**src/rtl/router_port_ctrl_if.sv**
```systemverilog
// rtl/router_port_ctrl_if.sv - FSM/FIFO-side signal bundle for the router output-port controller
interface router_port_ctrl_if;
    logic       detect_add;
    logic [1:0] data_in;
    logic       write_enb_reg;
    logic       read_enb_0, read_enb_1, read_enb_2;
    logic       empty_0, empty_1, empty_2;
    logic       full_0, full_1, full_2;
    logic [2:0] write_enb;
    logic       fifo_full;
    logic       vld_out_0, vld_out_1, vld_out_2;
    logic       soft_reset_0, soft_reset_1, soft_reset_2;

    modport master (
        output detect_add, data_in, write_enb_reg,
        output read_enb_0, read_enb_1, read_enb_2,
        output empty_0, empty_1, empty_2,
        output full_0, full_1, full_2,
        input  write_enb, fifo_full,
        input  vld_out_0, vld_out_1, vld_out_2,
        input  soft_reset_0, soft_reset_1, soft_reset_2
    );

    modport slave (
        input  detect_add, data_in, write_enb_reg,
        input  read_enb_0, read_enb_1, read_enb_2,
        input  empty_0, empty_1, empty_2,
        input  full_0, full_1, full_2,
        output write_enb, fifo_full,
        output vld_out_0, vld_out_1, vld_out_2,
        output soft_reset_0, soft_reset_1, soft_reset_2
    );
endinterface

```
**src/rtl/router_port_ctrl.sv**
```systemverilog
// rtl/router_port_ctrl.sv - router output-port steering, full/valid routing and per-port read watchdog
module router_port_ctrl #(
    parameter int TIMEOUT = 30,
    parameter int CW      = 5
) (
    input  logic                clock,
    input  logic                resetn,
    router_port_ctrl_if.slave   bus
);
    localparam logic [CW-1:0] LAST = CW'(TIMEOUT - 1);

    logic [1:0]    addr_q, addr_d;
    logic [2:0]    vld, rd, stall;
    logic [CW-1:0] cnt_q [3];
    logic [CW-1:0] cnt_d [3];
    logic [2:0]    soft_reset_q, soft_reset_d;

    assign vld   = ~{bus.empty_2, bus.empty_1, bus.empty_0};
    assign rd    = {bus.read_enb_2, bus.read_enb_1, bus.read_enb_0};
    assign stall = vld & ~rd;

    assign bus.vld_out_0    = vld[0];
    assign bus.vld_out_1    = vld[1];
    assign bus.vld_out_2    = vld[2];
    assign bus.soft_reset_0 = soft_reset_q[0];
    assign bus.soft_reset_1 = soft_reset_q[1];
    assign bus.soft_reset_2 = soft_reset_q[2];

    assign addr_d = bus.detect_add ? bus.data_in : addr_q;

    // Address 3 is a legal "no port" selection: nothing written, never full.
    always_comb begin
        bus.write_enb = 3'b000;
        bus.fifo_full = 1'b0;
        case (addr_q)
            2'd0: bus.fifo_full = bus.full_0;
            2'd1: bus.fifo_full = bus.full_1;
            2'd2: bus.fifo_full = bus.full_2;
            default: bus.fifo_full = 1'b0;
        endcase
        if (bus.write_enb_reg && addr_q != 2'd3) begin
            bus.write_enb[addr_q] = 1'b1;
        end
    end

    // The pulse cycle doubles as a holdoff so pulses can never be back-to-back.
    always_comb begin
        for (int n = 0; n < 3; n++) begin
            cnt_d[n]        = '0;
            soft_reset_d[n] = 1'b0;
            if (!soft_reset_q[n] && stall[n]) begin
                if (cnt_q[n] == LAST) begin
                    soft_reset_d[n] = 1'b1;
                end else begin
                    cnt_d[n] = cnt_q[n] + CW'(1);
                end
            end
        end
    end

    always_ff @(posedge clock) begin
        if (!resetn) begin
            addr_q       <= 2'd3;
            soft_reset_q <= 3'b000;
            for (int n = 0; n < 3; n++) begin
                cnt_q[n] <= '0;
            end
        end else begin
            addr_q       <= addr_d;
            soft_reset_q <= soft_reset_d;
            for (int n = 0; n < 3; n++) begin
                cnt_q[n] <= cnt_d[n];
            end
        end
    end
endmodule

```
**src/flat_wrapper.sv**
```systemverilog
// flat-port wrapper written by rule: the top's interface ports become plain ports
module router_port_ctrl_flat 
#(
    parameter int TIMEOUT = 30,
    parameter int CW      = 5
)
  (clock, resetn, bus_detect_add, bus_data_in, bus_write_enb_reg, bus_read_enb_0, bus_read_enb_1, bus_read_enb_2, bus_empty_0, bus_empty_1, bus_empty_2, bus_full_0, bus_full_1, bus_full_2, bus_write_enb, bus_fifo_full, bus_vld_out_0, bus_vld_out_1, bus_vld_out_2, bus_soft_reset_0, bus_soft_reset_1, bus_soft_reset_2);
  router_port_ctrl_if bus_i ();
  input  logic clock;
  input  logic resetn;
  input wire logic [$bits(bus_i.detect_add)-1:0] bus_detect_add;
  input wire logic [$bits(bus_i.data_in)-1:0] bus_data_in;
  input wire logic [$bits(bus_i.write_enb_reg)-1:0] bus_write_enb_reg;
  input wire logic [$bits(bus_i.read_enb_0)-1:0] bus_read_enb_0;
  input wire logic [$bits(bus_i.read_enb_1)-1:0] bus_read_enb_1;
  input wire logic [$bits(bus_i.read_enb_2)-1:0] bus_read_enb_2;
  input wire logic [$bits(bus_i.empty_0)-1:0] bus_empty_0;
  input wire logic [$bits(bus_i.empty_1)-1:0] bus_empty_1;
  input wire logic [$bits(bus_i.empty_2)-1:0] bus_empty_2;
  input wire logic [$bits(bus_i.full_0)-1:0] bus_full_0;
  input wire logic [$bits(bus_i.full_1)-1:0] bus_full_1;
  input wire logic [$bits(bus_i.full_2)-1:0] bus_full_2;
  output wire logic [$bits(bus_i.write_enb)-1:0] bus_write_enb;
  output wire logic [$bits(bus_i.fifo_full)-1:0] bus_fifo_full;
  output wire logic [$bits(bus_i.vld_out_0)-1:0] bus_vld_out_0;
  output wire logic [$bits(bus_i.vld_out_1)-1:0] bus_vld_out_1;
  output wire logic [$bits(bus_i.vld_out_2)-1:0] bus_vld_out_2;
  output wire logic [$bits(bus_i.soft_reset_0)-1:0] bus_soft_reset_0;
  output wire logic [$bits(bus_i.soft_reset_1)-1:0] bus_soft_reset_1;
  output wire logic [$bits(bus_i.soft_reset_2)-1:0] bus_soft_reset_2;
  assign bus_i.detect_add = bus_detect_add;
  assign bus_i.data_in = bus_data_in;
  assign bus_i.write_enb_reg = bus_write_enb_reg;
  assign bus_i.read_enb_0 = bus_read_enb_0;
  assign bus_i.read_enb_1 = bus_read_enb_1;
  assign bus_i.read_enb_2 = bus_read_enb_2;
  assign bus_i.empty_0 = bus_empty_0;
  assign bus_i.empty_1 = bus_empty_1;
  assign bus_i.empty_2 = bus_empty_2;
  assign bus_i.full_0 = bus_full_0;
  assign bus_i.full_1 = bus_full_1;
  assign bus_i.full_2 = bus_full_2;
  assign bus_write_enb = bus_i.write_enb;
  assign bus_fifo_full = bus_i.fifo_full;
  assign bus_vld_out_0 = bus_i.vld_out_0;
  assign bus_vld_out_1 = bus_i.vld_out_1;
  assign bus_vld_out_2 = bus_i.vld_out_2;
  assign bus_soft_reset_0 = bus_i.soft_reset_0;
  assign bus_soft_reset_1 = bus_i.soft_reset_1;
  assign bus_soft_reset_2 = bus_i.soft_reset_2;
  router_port_ctrl #(.TIMEOUT(TIMEOUT), .CW(CW)) u_core (.clock(clock), .resetn(resetn), .bus(bus_i));
endmodule
```
**config.mk**
```make
export PLATFORM = sky130hd
export DESIGN_NAME = router_port_ctrl_flat
export DESIGN_NICKNAME = d
export VERILOG_FILES = /design/src/rtl/router_port_ctrl_if.sv /design/src/rtl/router_port_ctrl.sv /design/src/flat_wrapper.sv
export SDC_FILE = /design/constraint.sdc
export NUM_CORES = 1
export LEC_CHECK = 0
export ABC_AREA = 1
export CORE_UTILIZATION = 42
export DETAILED_ROUTE_END_ITERATION = 8
export PLACE_DENSITY = 0.77
export SYNTH_ARGS = -nofsm -noshare
export SYNTH_HDL_FRONTEND = slang
export SYNTH_SLANG_ARGS = --single-unit
```
**constraint.sdc**
```tcl
create_clock -name clock -period 1 [get_ports clock]
set_input_delay 0.2 -clock clock [delete_from_list [all_inputs] [get_ports clock]]
set_output_delay 0.2 -clock clock [all_outputs]
set_load 0.03 [all_outputs]
```
==> flow_summary.ini, run 1 <==
[status]
status = finished, violations left
violations = setup timing

[grt]
grt_usage = 0.184
grt_max_degree = 13
grt_pass1_vias = 901
grt-ovfl-total = 0
grt_pass1_wl_um = 3520
antenna_found_initial = 0

[timing]
worst_pin_slew_ns = 0.224
whs_ns = 0.272
finClkSkew_ns = 0.000882
tns_ns = -1.26
setup_ws_ns = -0.310
maxSlewHeadroom = 0.850
setup_viol = 8
min_period_ns = 1.31
fin_crit_sh = 1.31
rsz0062_at_grt = yes
report.final.hold_viol_count = 0
slew_viol_final = 0
fmax_mhz = 764

[routing]
dr.pass1.iters = 4
drcViolationCount = 0
finalWirelength_um = 2300
vias_per_cell = 4.74
num_vias = 957
wl_per_cell_um = 11.4
antenna_left = 0
drt-initial-drc-count = 4

[setup_path]
cp_top_family = flip-flops
worstPathArrival_ns = 1.11
crit_path_start_kind = flop
critPathSlowestCell = dfxtp_4
critical_path_buf_inv_count = 2
reg2reg_slack_ns = -0.03
path_class = reg -> out
cp-startpoint = u_core.addr_q[1]
crit_required_ns = 0.80
cp_max_fo = 4
end_kind = output port
max_stage_delay_ns = 0.38
critical_path.cell_chain = buf_6, nor3_2, buf_4
regToRegStartpoint = u_core.cnt_q[0][6]

[synthesis]
syn_area_um2 = 963
synth-edff-count = 0
yosys.area.top_type_share = 0.416
yosys_warnings = 0
yosys-top-cells-count = 24 x inv_1, 24 x nand2_1, 22 x nor2_1
ys_top_cells_by_area = dfxtp_1 42%, inv_1 9.4%, nand2_1 9.4%
ys_ff_latch = 20
synth_flop_cell = dfxtp_1
syn_inst = 134
yosys.cell_types.count = 15
synth_nets = 155
yosys.area.top_type = dfxtp_1
ys_seq_area_frac = 0.416
ys_async_sr_fraction = 0
syn_area_per_cell_um2 = 7.19

[floorplanning]
die_h_um = 49.9
die_x_um = 49.9
start_util = 0.467
rows = 16
die_area_um2 = 2490
core_um2 = 2060
num_io_pins = 25

[finish]
regArea_um2 = 429
area_growth_pct = 61.9
fill_cells = 164
multiInputGateArea_um2 = 597
antennaDiodeCount = 0
drive_gt1_frac = 0.434
fin_area_um2 = 1560
fin_nets = 197

[power_and_ir_drop]
leakage_nw = 0.672
power_density_nw_per_um2 = 1090
vdd_drop_max_uv = 1050
power.total_mw = 1.70

[clocking]
worstSkewPairLatency_ns = 0.30
clk_pin_slew_ns = 0.11
cts_tree = done
hold_buffers = 0
numCtsBuffers = 3
clock_path_buffers = 2
clock_sinks = 20
cts.htree.levels = 1
cts-root-buf = clkbuf_4

[hold_path]
min_from = resetn
min_path_type = in -> reg

[place]
placed_area_um2 = 1310
routabilityCongestion = 0.732
io_buffer_count = 24
dpl.hpwl_um = 1640

[flow_run]
cap_viol_max_count = 0
## worst paths after layout
kind,end,cells past startpoint
worst max-delay path,bus_write_enb[0],3
worst min-delay path,u_core.addr_q[0],4
worst max register to register,u_core.cnt_q[0][7],7
worst min register to register,u_core.cnt_q[0][5],1
## flip-flops by register name, summed over array words and instances, names as in the netlist
signal,flops
u_core.soft_reset_q,3
u_core.cnt_q,15
u_core.addr_q,2
## where the power goes
group	internal (mW)	total [mW]	switching (mW)
Sequential	0.800	0.821	0.0211
Combinational	0.120	0.227	0.107
Clock	0.405	0.656	0.251
## what timing repair did
| item | in CTS | in global routing |
|---|---|---|
| buffers inserted | 2 | 0 |
| endpoints found under the setup margin | 24 | 21 |
| pin swaps | 1 | 10 |
| gates resized for setup | 30 | 36 |
## cell families after synthesis
family          share of synthesized area
compound gates                     0.0208
xor+xnor                           0.0273
simple gates                        0.353
fa+ha+maj                          0.0779
flops                               0.416
buf+inv                             0.105
## layout make-up
cell class,count,share of cell area
Timing Repair Buffer,37,0.219
Clock buffer,3,0.0144
Sequential cell,20,0.275
Clock inverter,1,0.0192
Multi-Input combinational cell,87,0.383
Inverter,27,0.0682
Tap cell,27,0.0217
## layout by cell type (no fill, tap or decap)
| master | instances |
|---|---|
| a21oi_1 | 2 |
| buf_4 | 15 |
| buf_6 | 8 |
| bufinv_16 | 1 |
| clkbuf_4 | 3 |
| clkdlybuf4s50_1 | 10 |
| dfxtp_1 | 9 |
| dfxtp_2 | 5 |
| dfxtp_4 | 6 |
| dlygate4sd2_1 | 3 |
| dlymetal6s2s_1 | 1 |
| ha_2 | 1 |
| ha_4 | 5 |
| inv_1 | 17 |
| inv_2 | 8 |
| inv_4 | 2 |
| nand2_1 | 19 |
| nand2_2 | 6 |
| nand2_4 | 3 |
| nand3_1 | 10 |
| nand4_1 | 7 |
| nor2_1 | 15 |
| nor2_2 | 6 |
| nor2_4 | 4 |
| nor3_1 | 1 |
| nor3_2 | 3 |
| o21ai_0 | 2 |
| xnor2_1 | 3 |
## routing by layer
layer  share of wire  wire [µm]  track usage  vias up
met5               0          0            0        -
met4          0.0043         10       0.0619        0
met1            0.39        904        0.182      448
met2            0.59       1350        0.374       11
li1                -          -            -      496
met3           0.016         37       0.0278        2
## metrics by stage
step / setup WS [ns] / util / cells
global route: -0.357 / 0.757 / 202
global placement: -0.225 / 0.635 / 196
CTS: -0.327 / 0.694 / 202
finish: -0.310 / 0.757 / 202
floorplan: -0.102 / - / 134
detailed placement: -0.269 / 0.635 / 196
## worst min-delay path: stages
cell and delay, ns:
dlymetal6s2s_1 0.16, inv_2 0.09, a21oi_1 0.04, o21ai_0 0.05
(Power assumes the default switching activity.)
==> inputs of run 2 (changes only) <==
SLEW_MARGIN = 30   (was not set)
==> results of run 2 <==
Same layout as run 1: the final DEF is identical, and so are final timing and power.
==> inputs of run 3 (changes only) <==
CORE_UTILIZATION = 45   (was 42)
CTS_BUF_LIST = sky130_fd_sc_hd__clkbuf_4 sky130_fd_sc_hd__clkbuf_8   (was not set)
PLACE_DENSITY = 0.82   (was 0.77)
==> run 3 against run 2 <==
Effect of this change: the run still ends with setup timing left; setup slack better by 0.041 ns; flip-flop and latch count unchanged; hold slack worse by 0.022 ns; cell count down 2.0%; sequential power about the same; maximum frequency up 3.3%; clock power down 43%; critical path depth unchanged; largest cell class unchanged.
==> flow_summary.ini, run 3 (synthesis results as in run 1) <==
[clocking]
worstSkewPairLatency_ns = 0.30
hold_buffers = 0
cts.htree.levels = 1
clk_pin_slew_ns = 0.10
clock_path_buffers = 2
numCtsBuffers = 3
cts_tree = done
clock_sinks = 20
cts-root-buf = clkbuf_4

[floorplanning]
rows = 16
die_h_um = 48.3
die_x_um = 48.3
start_util = 0.486
die_area_um2 = 2330
core_um2 = 1980
num_io_pins = 25

[routing]
dr.pass1.iters = 4
drcViolationCount = 0
num_vias = 955
drt-initial-drc-count = 20
vias_per_cell = 4.82
dr_wl_met3_um = 118
dr_wl_met2_um = 1190
wl_met1_um = 900
top_layer = met4
wl_per_cell_um = 11.4
antenna_left = 0
finalWirelength_um = 2270

[setup_path]
path_class = reg -> out
r2r_cells = 7
end_kind = output port
crit_required_ns = 0.80
crit_path_start_kind = flop
cp_max_fo = 4
worstPathArrival_ns = 1.07

[power_and_ir_drop]
cellInternalPower_mw = 1.05
p_sw_frac = 0.256
power_density_nw_per_um2 = 944
p_comb_frac = 0.156
p_sw_mw = 0.362
p_seq_frac = 0.579
vdd_drop_max_uv = 761
pwr-share-clk = 0.265
leakage_nw = 0.665

[place]
io_buffer_count = 24
dp.cells = 193
dpl.hpwl_um = 1520
routabilityCongestion = 0.794
post-place-ws_ns = -0.256

[grt]
grt_max_degree = 11
antenna_found_initial = 0
grt_pass1_wl_um = 3010
grt_pass1_vias = 799
grt_usage = 0.195
grt-ovfl-total = 0

[timing]
maxSlewHeadroom = 0.844
report.final.hold_viol_count = 0
worst_pin_slew_ns = 0.234
rsz0062_at_grt = yes
setup_ws_ns = -0.268
setup_viol = 8
min_period_ns = 1.27
slew_viol_final = 0
fin_crit_sh = 1.27
fmax_mhz = 788
finClkSkew_ns = 0.00782
whs_ns = 0.250

[finish]
fill_cells = 126
area_growth_pct = 55.6
stdcell_count = 198
fin_nets = 194
regMostFlops = u_core.cnt_q
mostFrequentLayoutCell = nand2_1
reg_top3 = u_core.cnt_q (15), u_core.soft_reset_q (3), u_core.addr_q (2)
drive_gt1_frac = 0.404
antennaDiodeCount = 0
post-route-util = 0.756
layout_common_cells = 21 x nand2_1, 18 x nor2_1, 17 x inv_1
largest_reg_flops = 15

[hold_path]
hold_depth = 3
min_path_type = in -> reg

[flow_run]
cap_viol_max_count = 0

[status]
violations = setup timing
status = finished, violations left
## run 3: cell types whose count changed in the layout (fill, tap and decap cells not counted), moves of 2 or more
cell     previous run  this run
buf_4              15        12
ha_1                0         2
nand2_1            19        21
nand2_2             6         4
nand3_1            10         7
nand3_2             0         3
nor2_1             15        18
nor2_4              4         2
## run 3: timing repair
action / CTS / global route
resized for setup: 33 / 28
endpoints found under the setup margin: 18 / 22
pin swaps: 1 / 8
endpoints found under the hold margin: 0 / 0
buffers inserted: 1 / 1
## run 3: critical path, cell delays in order, from the launching register on
cell and delay, ns:
dfxtp_4 0.39, inv_4 0.05, nor3_4 0.17, buf_6 0.16
## run 3: layer usage
layer / track usage / vias up
met5: 0 / -
met4: 0.0944 / 0
met3: 0.0630 / 9
met2: 0.376 / 27
met1: 0.180 / 431
li1: - / 488
## run 3: final timing paths
kind	from	to	slack [ns]
worst max-delay path	u_core.addr_q[1]	bus_write_enb[2]	-0.27
worst max register to register	u_core.cnt_q[0][11]	u_core.cnt_q[0][13]	-0.01
worst min register to register	u_core.cnt_q[0][0]	u_core.cnt_q[0][0]	0.44
worst min-delay path	resetn	u_core.soft_reset_q[0]	0.25
## run 3: area by class of cell
type                    count  area [µm²]  area share
multi-input cells          87         588       0.392
flip-flops and latches     20         429       0.286
repair buffers             34         319       0.213
inverters                  27         106      0.0710
well taps                  27        33.8      0.0225
clock buffers               3        22.5      0.0150
## run 3: power groups by stage
stage	combinational (mW)	sequential, mW	clock, mW
after detailed placement	0.192	0.839	0
after global routing	0.240	0.823	0.423
after floorplan	0.0840	0.839	0
after global placement	0.188	0.838	0
after CTS	0.204	0.823	0.389
final	0.221	0.820	0.375
## run 3: metrics by stage
step | instance area, µm² | setup TNS [ns] | power [mW]
floorplan | 978 | -0.203 | 0.923
global placement | 1290 | -4.60 | 1.03
detailed placement | 1290 | -5.11 | 1.03
CTS | 1380 | -0.997 | 1.42
global route | 1500 | -1.69 | 1.49
finish | 1500 | -1.04 | 1.42
